<file path="config.mk">
export PLATFORM = sky130hd
export DESIGN_NAME = rn_inject_arbiter
export DESIGN_NICKNAME = d
export VERILOG_FILES = /design/src/rtl/rn_inject_arbiter.sv
export SDC_FILE = /design/constraint.sdc
export NUM_CORES = 1
export LEC_CHECK = 0
export CELL_PAD_IN_SITES_DETAIL_PLACEMENT = 1
export CELL_PAD_IN_SITES_GLOBAL_PLACEMENT = 2
export CORE_AREA = 8 8 504 506
export CTS_CLUSTER_DIAMETER = 150
export DETAILED_ROUTE_END_ITERATION = 8
export DIE_AREA = 0 0 512 514
export HOLD_SLACK_MARGIN = 0.05
export PLACE_DENSITY = 0.4
export SYNTH_ARGS = -nofsm -noshare
export SYNTH_HDL_FRONTEND = slang
export SYNTH_SLANG_ARGS = --single-unit
</file>
<file path="constraint.sdc">
create_clock -name clk -period 2.63 [get_ports clk]
set_input_delay 0.526 -clock clk [delete_from_list [all_inputs] [get_ports clk]]
set_output_delay 0.526 -clock clk [all_outputs]
set_load 0.01 [all_outputs]
</file>
<file path="src/rtl/rn_inject_arbiter.sv">
// rtl/rn_inject_arbiter.sv - RN local injection arbiter: round-robin with packet lock and credit flow control
module rn_inject_arbiter #(
  parameter int FLIT_W     = 256,
  parameter int NUM_REQ    = 4,
  parameter int CREDIT_NUM = 4,
  parameter int REQ_IDX_W  = $clog2(NUM_REQ),
  parameter int CREDIT_W   = $clog2(CREDIT_NUM + 1)
) (
  input  logic                           clk,
  input  logic                           rst,
  input  logic [NUM_REQ-1:0]             req_valid_i,
  input  logic [NUM_REQ-1:0]             req_last_i,
  input  logic [NUM_REQ-1:0][FLIT_W-1:0] req_flit_i,
  output logic [NUM_REQ-1:0]             req_ready_o,
  output logic                           tx_flit_v_o,
  output logic [FLIT_W-1:0]              tx_flit_o,
  output logic [REQ_IDX_W-1:0]           tx_src_idx_o,
  input  logic                           tx_credit_return_i,
  output logic [CREDIT_W-1:0]            credit_cnt_o,
  output logic                           locked_o
);

  localparam logic [CREDIT_W-1:0] CREDIT_FULL = CREDIT_W'(CREDIT_NUM);

  typedef enum logic {IDLE, LOCKED} state_t;

  state_t                state;
  logic [REQ_IDX_W-1:0]  rr_ptr;
  logic [REQ_IDX_W-1:0]  lock_idx;
  logic [REQ_IDX_W-1:0]  grant_idx;
  logic                  grant_valid;
  logic                  xfer;
  logic [CREDIT_W-1:0]   credit_cnt;

  function automatic logic [REQ_IDX_W-1:0] wrap_idx(input logic [REQ_IDX_W-1:0] base, input int off);
    int s;
    s = int'(base) + off;
    if (s >= NUM_REQ) s = s - NUM_REQ;
    return s[REQ_IDX_W-1:0];
  endfunction

  always_comb begin
    grant_idx   = rr_ptr;
    grant_valid = 1'b0;
    if (state == LOCKED) begin
      grant_idx   = lock_idx;
      grant_valid = req_valid_i[lock_idx];
    end else begin
      for (int i = 0; i < NUM_REQ; i++) begin
        if (!grant_valid && req_valid_i[wrap_idx(rr_ptr, i)]) begin
          grant_valid = 1'b1;
          grant_idx   = wrap_idx(rr_ptr, i);
        end
      end
    end
  end

  // Grant uses only the registered credit count; a same-cycle return never bypasses.
  assign xfer = !rst && grant_valid && (credit_cnt != '0);

  always_comb begin
    req_ready_o = '0;
    if (xfer) req_ready_o[grant_idx] = 1'b1;
  end

  assign credit_cnt_o = credit_cnt;

  always_ff @(posedge clk) begin
    if (rst) begin
      state        <= IDLE;
      rr_ptr       <= '0;
      lock_idx     <= '0;
      locked_o     <= 1'b0;
      credit_cnt   <= CREDIT_FULL;
      tx_flit_v_o  <= 1'b0;
      tx_flit_o    <= '0;
      tx_src_idx_o <= '0;
    end else begin
      tx_flit_v_o <= xfer;
      if (xfer) begin
        tx_flit_o    <= req_flit_i[grant_idx];
        tx_src_idx_o <= grant_idx;
      end

      case (state)
        IDLE: begin
          if (xfer) begin
            rr_ptr <= wrap_idx(grant_idx, 1);
            if (!req_last_i[grant_idx]) begin
              state    <= LOCKED;
              lock_idx <= grant_idx;
              locked_o <= 1'b1;
            end
          end
        end
        LOCKED: begin
          if (xfer && req_last_i[grant_idx]) begin
            state    <= IDLE;
            locked_o <= 1'b0;
          end
        end
        default: begin
          state    <= IDLE;
          locked_o <= 1'b0;
        end
      endcase

      if (xfer && !tx_credit_return_i)
        credit_cnt <= credit_cnt - 1'b1;
      else if (!xfer && tx_credit_return_i && credit_cnt != CREDIT_FULL)
        credit_cnt <= credit_cnt + 1'b1;
    end
  end

  credit_overflow_a: assert property (@(posedge clk) disable iff (rst)
    !(tx_credit_return_i && !xfer && credit_cnt == CREDIT_FULL));

endmodule
</file>
==> out/metrics.cfg, run 1 <==
[cts]
clock_path_buffers=3
clock_sinks=268
clock_latency_ns=0.66
cts_max_level=2
root_buffer=clkbuf_16
clk_pin_slew_ns=0.05
cts_buffers=51
cts_tree=yes

[critical_path]
reg2reg_depth=15
end_kind=output pin
crit_type=flop to output pin
worstPathCellList=buf_6 -> nand2_2 -> nor2_2 -> o41a_1 -> o21a_4 -> buf_12 -> ha_4 -> and2_4 -> buf_6
cp_max_fo=6
reg2reg_to=tx_flit_o[202]
cp_common_cell=buf_6
critPathLaunchType=flop
cp_top_family=compound AO/OA/AOI/OAI gates
ff2ff_setup_slack_ns=-0.08
reg2reg_from=rr_ptr[1]
cpPeakStageDelay_ns=0.43
slowest_stage=o41a_1
crit_required_ns=2.10
cp_num_buf_inv=3
crit_arrival_ns=2.54

[power]
ir_drop_mv=0.444
p_per_area_nw_per_um2=802
power_mw=32.0
power_leakage_nw=14.8

[detailed_routing]
via_count=25835
drtAntennaViolNets=0
vias_per_cell=3.54
wl_per_cell_um=29.8
drt_iter0_markers=1440
wl_um=218000
route.detailed.drc=0
first_pass_iters=5

[run_status]
status=finished, violations left
violations=setup timing

[timing]
fin_skew_ns=0.0268
relSlewSlack_pct=30.1
setup_violations=93
worst_pin_slew_ns=1.05
min_period_ns=3.06
rsz0062_at_grt=yes
hold_violations=0
setup_ws_ns=-0.435
period_share_pct=117
report.final.slew_viol_count=0
max_clock_freq_mhz=326

[grt]
grt.met1_usage_pct=18.9
grt_pass1_wl_um=267000
top_usage_layer=met2
grt.met2_usage_pct=23.0
grt_use_total_pct=14.8
grt_max_degree=125
grt_overflow_total=0
grtUsageMet3_pct=7.00
grt_pass1_vias=27064
antenna_found_initial=103

[logic_synthesis]
syn_inst=2659
ys_async_sr_fraction_pct=0
yosysWarningCount=0
synth_nets=3699
syn_area_um2=18100
synth_top_flop_cell=dfxtp_1
syn-mean-instance-area_um2=6.79
synth_edf_count=0
seq_area_frac_synth_pct=29.7
yosys_register_bits=268
yosysUniqueCellTypes=43

[floorplan]
dieArea_um2=263000
ios=1302
initial_core_util_pct=7.33
die_h_um=514
die_w_um=512
rows=183
core_area_um2=247000

[hold_path]
min_delay_worst_endpoint=rr_ptr[0]
hp-class=input port to flop
hp-start=rst
hold_depth=3

[layout]
fin_cells=7307
fin_util_pct=16.2
nets=5039
areaGrowthSynthToFinish_pct=121
layout-drive-gt1-share_pct=11.5

[placement]
port_buffers=1301
hpwl_um=163000
placedCellCount=7073
gp_congestion=0.819

[flow_run]
maxCapViolations=0

-- power breakdown --
part           internal (mW)  leakage (nW)  switching, mW
combinational           8.52          11.7           10.1
clock                   4.19         0.835           2.87
sequential              5.43          2.23          0.928
-- cell type report --
type / instances / area (µm²)
inverters: 5 / 33.8
well taps: 3237 / 4050
repair buffers: 1547 / 16800
multi-input cells: 2126 / 11900
clock buffers: 83 / 1630
fillers: 29133 / 207000
flip-flops and latches: 268 / 5370
clock inverters: 10 / 62.6
diodes: 31 / 77.6
-- cell families (layout without fill, tap and decap cells) --
group | count (synthesis) | count (layout) | share of synthesized area, %
AO/OA/AOI/OAI | 275 | 276 | 13.3
XOR/XNOR | 1 | 1 | 0.0485
adder cells (fa/ha/maj) | 5 | 5 | 0.388
buffers and inverters | 266 | 1645 | 8.60
flip-flops | 268 | 268 | 29.7
multiplexers | 7 | 7 | 0.533
other | 0 | 31 | 0
AND/OR/NAND/NOR | 1837 | 1837 | 47.4
-- sequential cells by signal, summed over array words and instances, names as in the netlist, named ones only --
register      flops
locked_o          1
tx_flit_v_o       1
tx_src_idx_o      2
lock_idx          2
tx_flit_o       256
rr_ptr            2
credit_cnt_o      3
-- routing by layer --
metal  vias to the layer above  wire length (µm)
met2                      1078             94000
met5                         -               640
li1                      11918                 -
met4                       102              3020
met1                     12529             97900
met3                       208             22400
-- cells in the mapped netlist, types with 3 or more instances --
cell type | number | area, µm²
nand2_1 | 1029 | 3860
nor3b_1 | 257 | 1930
and2_1 | 7 | 43.8
buf_6 | 51 | 574
clkbuf_1 | 86 | 323
buf_2 | 99 | 495
nor2_1 | 13 | 48.8
inv_1 | 3 | 11.3
nor2b_1 | 3 | 18.8
nand2b_1 | 6 | 37.5
nand3_1 | 512 | 2560
mux2i_1 | 4 | 40.0
dfxtp_1 | 268 | 5370
a211oi_1 | 3 | 22.5
nor3_1 | 3 | 15.0
a31o_1 | 256 | 2240
ha_1 | 4 | 50.1
buf_1 | 12 | 45.0
buf_4 | 13 | 97.6
-- placed cells by master (no fill, tap or decap), types with 4 or more instances in the layout --
cell type        instances
a31o_1                 256
and2_4                   6
buf_12                  40
buf_16                  32
buf_4                   96
buf_6                   38
buf_8                   12
clkbuf_1                11
clkbuf_16               86
clkbuf_8                19
clkdlybuf4s50_1       1293
clkinv_2                 6
dfxtp_1                266
diode_2                 31
nand2_1               1023
nand2_2                  5
nand2b_1                 6
nand3_1                421
nand3_2                 81
nand3_4                 10
nor2_1                  10
nor3b_1                253
nor3b_2                  4
-- how the worst max path moves through the flow --
stage,from,depth (start not counted),slack [ns],to
2_1_floorplan,req_valid_i[0],10,0.05,req_ready_o[3]
5_1_grt,rr_ptr[1],9,-0.57,req_ready_o[0]
4_1_cts,rr_ptr[1],10,-0.60,req_ready_o[2]
6_report,rr_ptr[1],9,-0.43,req_ready_o[0]
3_5_place_dp,req_valid_i[2],9,-1.24,req_ready_o[3]
3_3_place_gp,req_valid_i[0],9,-1.28,req_ready_o[3]
-- worst register-to-register path, delay by kind of cell (launching register included) --
kind	cells	cell delay, ns
buffers and inverters	9	1.19
AOI/OAI and AO/OA	3	0.92
DFF	1	0.35
and+or+nand+nor	3	0.14
-- stage by stage --
| stage | cell area, µm² | setup TNS, ns | hold WS, ns | setup WS (ns) |
|---|---|---|---|---|
| floorplan | 18100 | 0 | 0.487 | 0.0503 |
| global placement | 35100 | -214.03 | 0.485 | -1.28 |
| detailed placement | 35100 | -211.61 | 0.501 | -1.24 |
| CTS | 37800 | -4.26 | 0.306 | -0.600 |
| global route | 39900 | -31.12 | 0.355 | -0.572 |
| finish | 39900 | -4.50 | 0.395 | -0.435 |
-- timing repair --
action | CTS | global route
hold buffers | 0 | 0
setup endpoints to repair | 188 | 191
setup buffers | 15 | 42
gates cloned | 15 | 40
pin swaps | 5 | 43
gates resized for setup | 110 | 179
Power figures use the tool's default switching activity.
==> inputs of run 2 (changes only) <==
--- a/config.mk
+++ b/config.mk
@@ -12,6 +12,7 @@
 export DETAILED_ROUTE_END_ITERATION = 8
 export DIE_AREA = 0 0 512 514
 export HOLD_SLACK_MARGIN = 0.05
+export MAX_ROUTING_LAYER = met4
 export PLACE_DENSITY = 0.4
 export SYNTH_ARGS = -nofsm -noshare
 export SYNTH_HDL_FRONTEND = slang
==> out/metrics.cfg, run 2 (synthesis results as in run 1) <==
[run_status]
status=finished, violations left
violations=setup timing

[detailed_routing]
highest_layer=met4
met1_length_um=98700
route.detailed.drc=0
first_pass_iters=5
wl_um=216000
route.met2.wl_um=93700
routed-wl-met3_um=20700
via_count=25560
drtAntennaViolNets=0
vias_per_cell=3.47
drt_iter0_markers=1428
wl_per_cell_um=29.3

[layout]
seq_area_um2=5370
nFillCells=29197
layout-drive-gt1-share_pct=11.5
nets=5030
multiInputGateArea_um2=11900
top_register=tx_flit_o
largest_reg_flops=256
areaGrowthSynthToFinish_pct=121
fin_util_pct=16.2
final_cell_mix=clkdlybuf4s50_1, nand2_1, nand3_1
final_common_cell=clkdlybuf4s50_1

[timing]
min_period_ns=3.07
relSlewSlack_pct=28.5
max_clock_freq_mhz=326
fin_skew_ns=0.0285
setup_violations=98
report.final.slew_viol_count=0
period_share_pct=117
worst_pin_slew_ns=1.07
setup_ws_ns=-0.437
hold_violations=0
rsz0062_at_grt=yes

[flow_run]
maxCapViolations=0

[cts]
clock_sinks=268
cts_buffers=51
clock_path_buffers=3
root_buffer=clkbuf_16
cts_tree=yes
clk_pin_slew_ns=0.05
clock_latency_ns=0.66
cts_max_level=2

[critical_path]
worstPathCellList=buf_6 -> nand2_2 -> nor2_2 -> o41a_1 -> o21a_4 -> buf_12 -> ha_4 -> and2_4 -> buf_6
cp_common_cell=buf_6
ff2ff_setup_slack_ns=-0.08
crit_type=flop to output pin
cp_max_fo=6
crit_required_ns=2.10
cpPeakStageDelay_ns=0.43
critPathLaunchType=flop
crit_arrival_ns=2.54
reg2reg_depth=15
reg2reg_to=tx_flit_o[222]
end_kind=output pin
slowest_stage=o41a_1
reg2reg_from=rr_ptr[1]

[placement]
port_buffers=1301
hpwl_um=163000
gp_congestion=0.831

[power]
power_leakage_nw=14.7
power_mw=31.8
ir_drop_mv=0.448
p_per_area_nw_per_um2=797

[floorplan]
initial_core_util_pct=7.33
core_area_um2=247000
die_w_um=512
die_h_um=514
rows=183
dieArea_um2=263000
ios=1302

[hold_path]
min_delay_worst_endpoint=rr_ptr[0]
hp-start=rst
hp-class=input port to flop
hold_depth=3

[grt]
grt_pass1_wl_um=267000
grt_use_total_pct=15.2
grt_overflow_total=0
antenna_found_initial=111
grt_pass1_vias=27064
grt_max_degree=125

run 2: cell count changes in the layout (fill, tap and decap cells not counted), moves of 4 or more:
cell / previous run / this run
buf_6: 38 / 30
buf_8: 12 / 16
clkbuf_16: 86 / 80
diode_2: 31 / 93
run 2: area by class of cell:
cell class	instances	share of cell area, %
clock buffer	83	4.08
sequential	268	13.5
multi-input combinational	2126	29.8
timing repair buffer	1538	41.7
tap	3237	10.1
inverter	5	0.0846
clock inverter	10	0.157
antenna	93	0.583
run 2: repair_timing:
action                     in CTS  in global routing
setup endpoints to repair     188                190
resized for setup             110                177
pin swaps                       5                 43
hold buffers                    0                  0
buffers inserted               15                 40
gates cloned                   15                 33
run 2: per-stage QoR:
stage          setup TNS (ns)  instances  setup WS (ns)  hold slack (ns)  cell area, µm²
2_1_floorplan               0       2659         0.0503            0.487           18100
4_1_cts                 -4.26       7196         -0.600            0.306           37800
3_5_place_dp          -211.61       7073          -1.24            0.501           35100
5_1_grt                -32.40       7352         -0.581            0.360           39900
3_3_place_gp          -214.03       7073          -1.28            0.485           35100
6_report                -5.00       7360         -0.437            0.389           39900
run 2: power breakdown:
part / internal [mW] / leakage (nW) / switching [mW] / total, mW
clock: 4.18 / 0.835 / 2.88 / 7.06
sequential: 5.43 / 2.23 / 0.925 / 6.35
combinational: 8.42 / 11.6 / 9.98 / 18.4
total: 18.0 / 14.7 / 13.8 / 31.8
run 2: how the worst max path moves through the flow:
stage / start / slack [ns] / endpoint
floorplan: req_valid_i[0] / 0.05 / req_ready_o[3]
global placement: req_valid_i[0] / -1.28 / req_ready_o[3]
detailed placement: req_valid_i[2] / -1.24 / req_ready_o[3]
CTS: rr_ptr[1] / -0.60 / req_ready_o[2]
global route: rr_ptr[1] / -0.58 / req_ready_o[0]
finish: rr_ptr[1] / -0.44 / req_ready_o[0]
run 2: metal layers:
metal  vias up  global-route usage (%)
li1      11967                       -
met2      1074                    23.1
met4         0                    2.02
met1     12416                    19.2
met5         -                       -
met3       103                    6.58
run 2: worst max-delay path: cells and delay by family (launching register included):
family / cells / cell delay (ns)
AOI/OAI and AO/OA: 2 / 0.70
buffers and inverters: 3 / 0.43
DFF: 1 / 0.35
and+or+nand+nor: 3 / 0.24
adders and majority gates: 1 / 0.16
==> inputs of run 3 (changes only) <==
--- a/config.mk
+++ b/config.mk
@@ -7,13 +7,13 @@
 export LEC_CHECK = 0
 export CELL_PAD_IN_SITES_DETAIL_PLACEMENT = 1
 export CELL_PAD_IN_SITES_GLOBAL_PLACEMENT = 2
-export CORE_AREA = 8 8 504 506
-export CTS_CLUSTER_DIAMETER = 150
+export CORE_AREA = 8 8 503 505
+export CTS_CLUSTER_DIAMETER = 120
 export DETAILED_ROUTE_END_ITERATION = 8
-export DIE_AREA = 0 0 512 514
+export DIE_AREA = 0 0 511 513
 export HOLD_SLACK_MARGIN = 0.05
 export MAX_ROUTING_LAYER = met4
-export PLACE_DENSITY = 0.4
+export PLACE_DENSITY = 0.38
 export SYNTH_ARGS = -nofsm -noshare
 export SYNTH_HDL_FRONTEND = slang
 export SYNTH_SLANG_ARGS = --single-unit
==> constraint.sdc (replaced) <==
create_clock -name clk -period 3.75 [get_ports clk]
set_input_delay 0.75 -clock clk [delete_from_list [all_inputs] [get_ports clk]]
set_output_delay 0.75 -clock clk [all_outputs]
set_load 0.01 [all_outputs]
==> out/metrics.cfg, run 3 (synthesis results as in run 1) <==
[timing]
setup_violations=0
fin_skew_ns=0.0412
report.final.slew_viol_count=0
hold_violations=0
rsz0062_at_grt=no
relSlewSlack_pct=30.8
worst_pin_slew_ns=1.03
max_clock_freq_mhz=279
period_share_pct=95.6
min_period_ns=3.58

[cts]
cts_buffers=49
cts_tree=yes
clock_latency_ns=0.66
root_buffer=clkbuf_16
clock_path_buffers=3
cts_max_level=2
clock_sinks=268
holdBufCountCts=0
clk_pin_slew_ns=0.05

[hold_path]
hp-class=input port to flop
hp-start=rst
min_delay_worst_endpoint=tx_src_idx_o[1]
hold_depth=2

[layout]
fin_cells=7267
areaGrowthSynthToFinish_pct=107
final_common_cell=clkdlybuf4s50_1
largest_reg_flops=256
layout-drive-gt1-share_pct=6.74
final_cell_mix=clkdlybuf4s50_1, nand2_1, nand3_1
top_register=tx_flit_o
fin_area_um2=37300
nets=4962

[power]
ir_drop_mv=0.324
p_per_area_nw_per_um2=547
power_leakage_nw=13.6
power_mw=20.4

[flow_run]
maxCapViolations=0

[placement]
hpwl_um=162000
placedCellCount=7090
postPlaceCellArea_um2=35400
port_buffers=1301
gp_congestion=0.814

[detailed_routing]
route.detailed.drc=0
via_count=24517
drtAntennaViolNets=0
wl_um=196000
wl_per_cell_um=27.0
drt_iter0_markers=1197
first_pass_iters=5
vias_per_cell=3.37

[floorplan]
initial_core_util_pct=7.38
rows=182
dieArea_um2=262000
ios=1302
die_w_um=511
core_area_um2=245000
die_h_um=513

[critical_path]
end_kind=output pin
critPathLaunchType=input port
reg2reg_from=rr_ptr[1]
crit_required_ns=3.00
crit_arrival_ns=2.83
reg2reg_to=tx_flit_o[134]
reg2reg_depth=15
cp_max_fo=4
ff2ff_setup_slack_ns=0.99
crit_type=input port to output pin

[grt]
grt_pass1_vias=26353
grt_max_degree=112
grt_pass1_wl_um=257000
grt_overflow_total=0
antenna_found_initial=101
grt_use_total_pct=14.6

[run_status]
status=finished clean

==> run 3: worst max path at each step <==
stage	from	endpoint	slack, ns	depth (start not counted)
floorplan	req_valid_i[0]	req_ready_o[3]	0.72	10
global placement	req_valid_i[2]	req_ready_o[2]	-0.22	10
detailed placement	req_valid_i[2]	req_ready_o[2]	-0.23	10
CTS	req_valid_i[0]	req_ready_o[2]	0.02	11
global route	req_valid_i[1]	req_ready_o[2]	0.03	11
finish	req_valid_i[1]	req_ready_o[3]	0.17	9
==> run 3: repair_timing <==
| action | in CTS | in global routing |
|---|---|---|
| pin swaps | 1 | 0 |
| setup buffers | 1 | 0 |
| setup endpoints to repair | 4 | 3 |
| endpoints found under the hold margin | 0 | 0 |
| resized for setup | 6 | 3 |
==> run 3: critical path: stages <==
cell,delay (ns)
clkdlybuf4s50_1,0.44
buf_4,0.16
mux4_2,0.43
and2_1,0.19
o21a_4,0.21
buf_4,0.17
and2_1,0.19
buf_12,0.15
buf_12,0.12
==> run 3: layer usage <==
layer  GRT usage, %  vias up  share of wire, %
met3           6.43      115                10
met4           2.04        0               1.2
met2           22.2      979                43
li1               -    11799                 -
met5              -        -                 0
met1           18.3    11624                45
==> run 3: where the power goes <==
group	switching (mW)	internal (mW)	total, mW
Combinational	6.03	4.95	11.0
Clock	1.99	2.99	4.98
Sequential	0.657	3.80	4.46
Total	8.68	11.7	20.4
==> run 3: final cells by class <==
type / instances / area (µm²)
clock buffer: 76 / 1490
antenna: 87 / 218
fill: 29145 / 207000
multi-input combinational: 2125 / 11200
sequential: 268 / 5370
tap: 3220 / 4030
clock inverter: 13 / 200
inverter: 5 / 33.8
timing repair buffer: 1473 / 14800
==> run 3: metrics by stage <==
step	TNS, ns	util, %	hold WS [ns]	setup slack [ns]
CTS	0	15.2	0.250	0.0186
floorplan	0	-	0.487	0.722
global route	0	15.2	0.295	0.0338
finish	0	15.2	0.357	0.166
global placement	-0.631	14.5	0.466	-0.223
detailed placement	-0.675	14.5	0.469	-0.230
==> RTL change, RTL diff (config.mk and constraints of run 1) <==
The parameter `FLIT_W` goes from 256 to 128.
--- a/src/rtl/rn_inject_arbiter.sv
+++ b/src/rtl/rn_inject_arbiter.sv
@@ -2,3 +2,3 @@
 module rn_inject_arbiter #(
-  parameter int FLIT_W     = 256,
+  parameter int FLIT_W     = 128,
   parameter int NUM_REQ    = 4,
Ports: changed (resized req_flit_i and tx_flit_o); port bits go from 1302 to 662. The function was not compared with the original's and may differ.
==> RTL change against run 1 <==
- the flow still finishes with violations (negative setup slack)
- combinational power fell by 45%
- sequential cell count is 128 lower
- total power decreased by 49%
- fmax grew 4.5%
- area after synthesis shrank 55%
- via count decreased by 60%
- design area fell by 42%
- clock power shrank 61%
- hold slack better by 0.072 ns
- setup slack better by 0.13 ns
- wire length decreased by 53%
- critical path type unchanged
- largest power group unchanged
==> RTL change: results <==
status:
  outcome: "complete, but fails checks"
  violations: "negative setup slack"
global_route:
  track_usage_pct: 7.09
  use_met1_pct: 6.90
  grt_pass1_wl_um: 121000
  grt_use_met2_pct: 13.0
cts:
  cts_buffers: 17
  insertion_delay_ns: 0.55
drt:
  drt-initial-drc-count: 314
  drt_pass1_iterations: 6
  routed_wl_um: 102000
  vias: 10400
  dr_wl_met3_um: 10600
  wl_met2_um: 53500
timing:
  finalSetupTns_ns: -3.14
  setup_slack_ns: -0.302
  final.setup_skew_ns: 0.0221
  setup_violations: 73
power_and_ir_drop:
  p_leak_nw: 7.92
  p_sw_mw: 7.12
yosys:
  ys_seq_area_share_pct: 34.1
  synth_cell_types: 45
placed_design:
  place_ws_ns: -0.814
  portBuffers: 661
  dpl_cell_area_um2: 19900
  dp.cells: 4810
setup_path:
  cp.arrival_ns: 2.41
final_layout:
  num-nets-final: 2165
==> RTL change: cell count changes in the layout (fill, tap and decap cells not counted), moves of 81 or more <==
cell / run 1 / this run
mux2i_4: 2 / 90
nor3b_1: 253 / 0
nand2_1: 1023 / 132
a31o_1: 256 / 0
mux2i_1: 2 / 134
nand3_1: 421 / 2
nand3_2: 81 / 0
clkdlybuf4s50_1: 1293 / 640
dfxtp_1: 266 / 137
==> RTL change: cell type report <==
| class | count | area, um^2 | area share, % |
|---|---|---|---|
| multi-input cells | 618 | 6580 | 28.3 |
| flip-flops and latches | 140 | 2810 | 12.1 |
| clock inverters | 13 | 129 | 0.554 |
| repair buffers | 850 | 9200 | 39.5 |
| diodes | 9 | 22.5 | 0.0968 |
| inverters | 10 | 50.0 | 0.215 |
| well taps | 3237 | 4050 | 17.4 |
| clock buffers | 19 | 443 | 1.90 |
==> RTL change: kinds of logic (layout without fill, tap and decap cells) <==
logic type	after synthesis	count (layout)	synth area share (%)
compound gates	163	163	16.6
xor+xnor	1	1	0.107
simple gates	189	189	9.92
flops	140	140	34.1
buf+inv	88	892	6.46
mux	260	260	31.9
other cells	0	9	0
fa+ha+maj	5	5	0.854
==> RTL change: repair_timing <==
| action | in CTS | in global routing |
|---|---|---|
| buffers inserted | 6 | 30 |
| resized for setup | 100 | 276 |
| gates cloned | 3 | 24 |
| setup endpoints to repair | 51 | 113 |
| pin swaps | 4 | 45 |
==> RTL change: final timing paths <==
| path | startpoint | to | slack (ns) | cells after the start |
|---|---|---|---|---|
| worst max-delay path | flip-flop | req_ready_o[2] | -0.30 | 8 |
| worst min-delay path | tx_flit_o[116]$_SDFFE_PP0P_ | tx_flit_o[116]$_SDFFE_PP0P_ | 0.47 | 2 |
| worst max register to register | flip-flop | tx_flit_o[14]$_SDFFE_PP0P_ | -0.12 | 13 |
| worst min register to register | tx_flit_o[116]$_SDFFE_PP0P_ | tx_flit_o[116]$_SDFFE_PP0P_ | 0.47 | 2 |
==> RTL change: worst reg2reg max path: cells and delay by family, from the launching register on <==
| family | cells | cell delay, ns |
|---|---|---|
| buffers and inverters | 7 | 1.10 |
| and+or+nand+nor | 3 | 0.82 |
| DFF | 1 | 0.33 |
| AOI/OAI and AO/OA | 2 | 0.24 |
| muxes | 1 | 0.16 |
==> RTL change: power groups by stage <==
| stage | Clock [mW] | Sequential, mW | Combinational, mW |
|---|---|---|---|
| after floorplan | 0 | 3.59 | 2.46 |
| after global placement | 0 | 3.46 | 8.64 |
| after detailed placement | 0 | 3.49 | 8.57 |
| after CTS | 3.04 | 3.47 | 9.04 |
| after global routing | 3.08 | 3.53 | 11.2 |
| final | 2.75 | 3.41 | 10.3 |
